### src/rtl/mar_arbiter.sv
// mar_arbiter: grants the shared MAR to fetch (1) or operand (2) requester,
// pulses its load enable, waits a fixed memory latency and returns a done pulse.
module mar_arbiter #(
  parameter int MEM_LAT   = 2,
  parameter bit PRIO_MODE = 1'b0
) (
  input  logic clk,
  input  logic rst_n,
  input  logic req1,
  input  logic req2,
  output logic re1,
  output logic re2,
  output logic gnt1,
  output logic gnt2,
  output logic mem_en,
  output logic done1,
  output logic done2,
  output logic busy
);
  typedef enum logic [1:0] {S_IDLE, S_LOAD, S_WAIT, S_DONE} state_t;
  localparam logic [3:0] CNT_INIT = (MEM_LAT == 0) ? 4'd0 : 4'(MEM_LAT - 1);
  generate
    if (MEM_LAT < 0 || MEM_LAT > 15) begin : g_bad_lat
      $error("mar_arbiter: MEM_LAT must be in 0..15");
    end
  endgenerate
  state_t     state_q, state_d;
  logic [3:0] cnt_q, cnt_d;
  logic       last_q, last_d;
  logic       own_q, own_d;
  logic       pick;
  // last_q/own_q: 0 = requester 1, 1 = requester 2
  always_ff @(posedge clk) begin
    if (!rst_n) begin
      state_q <= S_IDLE;
      cnt_q   <= 4'd0;
      last_q  <= 1'b1;
      own_q   <= 1'b0;
    end else begin
      state_q <= state_d;
      cnt_q   <= cnt_d;
      last_q  <= last_d;
      own_q   <= own_d;
    end
  end
  assign pick = (req1 & req2) ? (PRIO_MODE ? 1'b0 : ~last_q) : req2;
  always_comb begin
    state_d = state_q;
    cnt_d   = cnt_q;
    last_d  = last_q;
    own_d   = own_q;
    case (state_q)
      S_IDLE: if (req1 | req2) begin
        state_d = S_LOAD;
        own_d   = pick;
        last_d  = pick;
      end
      S_LOAD: begin
        state_d = (MEM_LAT == 0) ? S_DONE : S_WAIT;
        cnt_d   = CNT_INIT;
      end
      S_WAIT: begin
        cnt_d   = (cnt_q == 4'd0) ? cnt_q : cnt_q - 4'd1;
        state_d = (cnt_q == 4'd0) ? S_DONE : S_WAIT;
      end
      default: state_d = S_IDLE;
    endcase
  end
  always_comb begin
    busy   = state_q != S_IDLE;
    gnt1   = busy & ~own_q;
    gnt2   = busy & own_q;
    re1    = (state_q == S_LOAD) & ~own_q;
    re2    = (state_q == S_LOAD) & own_q;
    mem_en = state_q == S_WAIT;
    done1  = (state_q == S_DONE) & ~own_q;
    done2  = (state_q == S_DONE) & own_q;
  end
endmodule

### config.mk
export PLATFORM = sky130hd
export DESIGN_NAME = mar_arbiter
export DESIGN_NICKNAME = d
export VERILOG_FILES = /design/src/rtl/mar_arbiter.sv
export SDC_FILE = /design/constraint.sdc
export NUM_CORES = 1
export LEC_CHECK = 0
export ABC_AREA = 1
export BUFFER_PORTS_ARGS = -buffer_cell sky130_fd_sc_hd__buf_2
export CORE_MARGIN = 4
export CORE_UTILIZATION = 35
export CTS_BUF_LIST = sky130_fd_sc_hd__clkbuf_8
export DETAILED_ROUTE_END_ITERATION = 10
export PLACE_DENSITY = 0.68
export SYNTH_ARGS = -nofsm -noshare
export SYNTH_HDL_FRONTEND = slang
export SYNTH_SLANG_ARGS = --single-unit
### constraint.sdc
create_clock -name clk -period 4.2 [get_ports clk]
set_clock_uncertainty 0.2 [all_clocks]
set_input_delay 0.84 -clock clk [delete_from_list [all_inputs] [get_ports clk]]
set_output_delay 0.84 -clock clk [all_outputs]
set_load 0.01 [all_outputs]
; Word-level counts from Yosys, hierarchy flattened
; Index checks and enable logic that the tools add are counted.
[classes]
bitwise_logic = 10
mux = 6
eq_ne = 5
n_lt_le_gt_ge = 0
n_mul = 0
div_mod_pow = 0
reduce_logical = 6
shifts = 0
add_sub_neg = 1
[op_table]
columns = cell, count
row1 = $pmux 4 s2, 1
row2 = $and 1x1->1, 7
row3 = $pmux 2 s3, 1
row4 = $eq 2x2->1 const B, 2
row5 = $logic_not 4->1, 1
row6 = $mux 4, 1
row7 = $ne 2x2->1 const B, 2
row8 = $reduce_and 2->1, 2
row9 = $reduce_bool 2->1, 2
row10 = $sub 4x1->4 const B, 1
row11 = $eq 2x1->1 const B, 1
row12 = $logic_not 2->1, 1
row13 = $mux 1, 2
row14 = $mux 2, 1
row15 = $not 1->1, 2
row16 = $or 1x1->1, 1
[word_totals]
rom_bits = 0
mem_count = 0
output_inout_bits = 8
latchBits = 0
elab_cells = 32
input_bits = 4
ff_bits = 8
ram_bits = 0

; Depth between registers and ports, before layout
[logic_depth]
word_depth = 3
ltp_mapped = 9
ltp_nobuf = 9

; Least setup slack after synthesis
; Ideal clock, no wire load.
[synth_timing]
path_kind = reg-to-output
from = register state_q[0]
to = output gnt2
slack_ns = 2.326
t_arrival_ns = 0.834
required_ns = 3.160
stages_incl_launch_ff = 4
n_path_buf = 0
path_cell_list = dfxtp_1 -> inv_1 -> ha_1 -> nor2_1
[synth_between]
elab_chain_len = 2
[synth_rtl]
columns = element, line_no
row1 = start: declaration, 27  ; state_t state_q, state_d;
row2 = start signal: assignment, 40  ; state_q <= state_d;
row3 = $reduce_bool 2->1, 70  ; busy = state_q != S_IDLE;
row4 = $and 1x1->1, 72  ; gnt2 = busy & own_q;
row5 = end: declaration, 14  ; output logic gnt2,
; No other way between the ends.

; Worst setup path in the final report
[layout_timing]
from = register state_q[0]
to = output busy
[layout_between]
elab_chain_len = 1
[layout_rtl]
columns = element, line_no
row1 = $reduce_bool 2->1, 70
row2 = end: declaration, 18  ; output logic busy
; No other way between the ends.

==> impl_metrics.tcl <==
set metrics [dict create \
    status "complete, no violations" \
    worstSetupStartpointType "flip-flop" \
    final.setup.tns_ns 0 \
    syn-cell-area_sq_um 489 \
    gp_congestion 0.758 \
    ant_nets 0 \
    p_comb_share_pct 51.4 \
    cts_max_path_buffers 2 \
    yosys_register_bits 8 \
    worstSetupEndpointType "primary output" \
    cts.sinks 8 \
    synth_top_cell_by_area "dfxtp_1" \
    areaGrowthSynthToFinish_pct 23.5 \
    drcViolationCount 0 \
    drive_above_1_share_pct 22.1 \
    post_cts_buffers 0 \
    io_buffer_count 11 \
    hpwl_um 800 \
    track_usage_pct 10.6 \
    synth_top_family_by_area "simple AND/OR/NAND/NOR gates" \
    crit_required_ns 3.16 \
    hp-class "flip-flop to flip-flop" \
    cts_tree "yes" \
    cp_max_fo 5 \
    drtIter0Drc 2 \
    n_antenna_cell 0 \
    rows 13 \
    ctsHoldBuffers 0 \
    slew_viol_final 0 \
    seq_power_share_pct 27.2 \
    grt_antenna_before_repair 0 \
    fmax_mhz 455 \
    pre_cts_ws_ns 2.24 \
    synthAdderAreaFrac_pct 12.8 \
    die_x_um 45.4 \
    cp_data_arrival_time_ns 1.16 \
    vias_per_cell 4.57 \
    synth_cell_type_count 17 \
    max-vdd-ir-drop_mv 0.323 \
    crit_type "flip-flop to primary output" \
    wl_per_cell_um 9.68 \
    clk_pin_slew_ns 0.04 \
    hold_viol_final 0 \
    totalWireLength_um 978 \
    grt_pass1_wl_um 1600 \
    setup_viol 0 \
    synth_compound_area_share_pct 8.44 \
    synth-simple-area-share_pct 35.3 \
    post_cts_resized 0 \
    grt-ovfl-total 0 \
    postSynthCellCount 72 \
    core-area_sq_um 1300 \
    synth_xor_area_share_pct 0 \
    firstDrtPassIters 4 \
    drv_cap 0 \
    worstMarginPinSlew_ns 0.236 \
    nets 97 \
    clkPwrFrac_pct 21.3 \
    ys_warn_count 0 \
    dieHeight_um 45.4 \
    root_buffer "clkbuf_8" \
    synth_top_cell_area_share_pct 32.7 \
    cts_htree_levels 1 \
    first_global_vias 392 \
    synth_top_cells_by_area "dfxtp_1 33%, ha_1 13%, nand2_1 12%" \
    period_needed_ns 2.20 \
    start_util_pct 37.6 \
    fillers 151 \
    synth.avg_cell_area_sq_um 6.79 \
    via_count 462 \
    dieArea_sq_um 2060 \
    power_switching_mw 0.186 \
    grt_start_max_net_pins 8 \
    cts_buffers 3 \
    fin_util_pct 46.4 \
    yosysSeqAreaShare_pct 32.7 \
    powerDensity_nw_per_um2 717 \
    syn-num-nets 81 \
    p_leak_nw 0.331 \
    io_pins 12 \
    clock_latency_ns 0.23 \
    relSlewSlack_pct 84.1 \
    setup_ws_ns 2.00 \
    synth.area.mux_share_pct 0 \
    swShare_pct 42.9 \
    rsz0062_at_grt "false" \
    power.internal_mw 0.248 \
    fin_crit_sh_pct 52.4 \
]
## cells in the mapped netlist
| cell | n |
|---|---|
| nand2_2 | 1 |
| inv_1 | 13 |
| nor3_1 | 1 |
| a21oi_1 | 3 |
| nand2_1 | 15 |
| dfxtp_1 | 8 |
| o21ai_0 | 2 |
| nand2_4 | 1 |
| o21ai_1 | 2 |
| ha_1 | 5 |
| nand4_1 | 2 |
| inv_2 | 1 |
| nand3_1 | 2 |
| nor2_1 | 13 |
| nor3_4 | 1 |
| nor2_2 | 1 |
| a31oi_1 | 1 |
## cells by family after synthesis
group | Yosys count
and+or+nand+nor | 37
buffers and inverters | 14
AOI/OAI and AO/OA | 8
DFF | 8
adders and majority gates | 5
## registers in the layout, indices dropped and copies added, names as in the netlist
register	cells
cnt_q	4
state_q	2
last_q	1
own_q	1
## layout make-up
class	count	area, sq um	share of cell area, %
Tap cell	15	18.8	3.11
Inverter	14	52.6	8.70
Multi-Input combinational cell	50	277	45.8
Timing Repair Buffer	11	55.1	9.11
Sequential cell	8	160	26.5
Clock buffer	3	41.3	6.83
## cell usage in the layout, fill, tap and decap left out, drive strengths merged
cell | synthesis | routed
buf | 0 | 11
a31oi | 1 | 1
dfxtp | 8 | 8
nor3 | 2 | 2
clkbuf | 0 | 3
inv | 14 | 14
nor2 | 14 | 14
nand2 | 17 | 17
a21oi | 3 | 3
nand4 | 2 | 2
o21ai | 4 | 4
ha | 5 | 5
nand3 | 2 | 2
## critical path: stages (launching register included)
cell	delay, ns
dfxtp_1	0.35
inv_1	0.09
ha_1	0.26
inv_2	0.10
buf_2	0.13
## per-stage QoR
step                      area [sq um]  cells  total power, mW  hold slack [ns]
after floorplan                    489     72            0.288            0.229
after global placement             563     98            0.338            0.251
after detailed placement           563     98            0.343            0.258
after CTS                          604    101            0.438            0.269
after global routing               604    101            0.477            0.290
final                              604    101            0.434            0.267
## power groups by stage
| stage | clock, mW | sequential, mW | combinational, mW |
|---|---|---|---|
| 6_report | 0.0925 | 0.118 | 0.223 |
| 5_1_grt | 0.101 | 0.121 | 0.255 |
| 4_1_cts | 0.0953 | 0.118 | 0.225 |
| 3_5_place_dp | 0 | 0.119 | 0.223 |
| 3_3_place_gp | 0 | 0.118 | 0.219 |
| 2_1_floorplan | 0 | 0.115 | 0.173 |
## worst paths after layout
check	endpoint	cells past startpoint	from	slack, ns
worst min register to register	last_q$_SDFFE_PN1P_	2	last_q$_SDFFE_PN1P_	0.27
worst min-delay path	last_q$_SDFFE_PN1P_	2	last_q$_SDFFE_PN1P_	0.27
worst max-delay path	busy	4	state_q[0]$_SDFFE_PN0P_	2.00
worst max register to register	cnt_q[0]$_SDFFE_PN0P_	8	state_q[0]$_SDFFE_PN0P_	2.70
## layer usage
metal  up-vias  wire length [um]  track usage, %
met4         0                 0               0
met3         0               103            5.93
met2        13               418            17.0
met5         -                 0               0
li1        251                 -               -
met1       198               456            13.3
No activity file was read; power rests on OpenSTA's default activity.
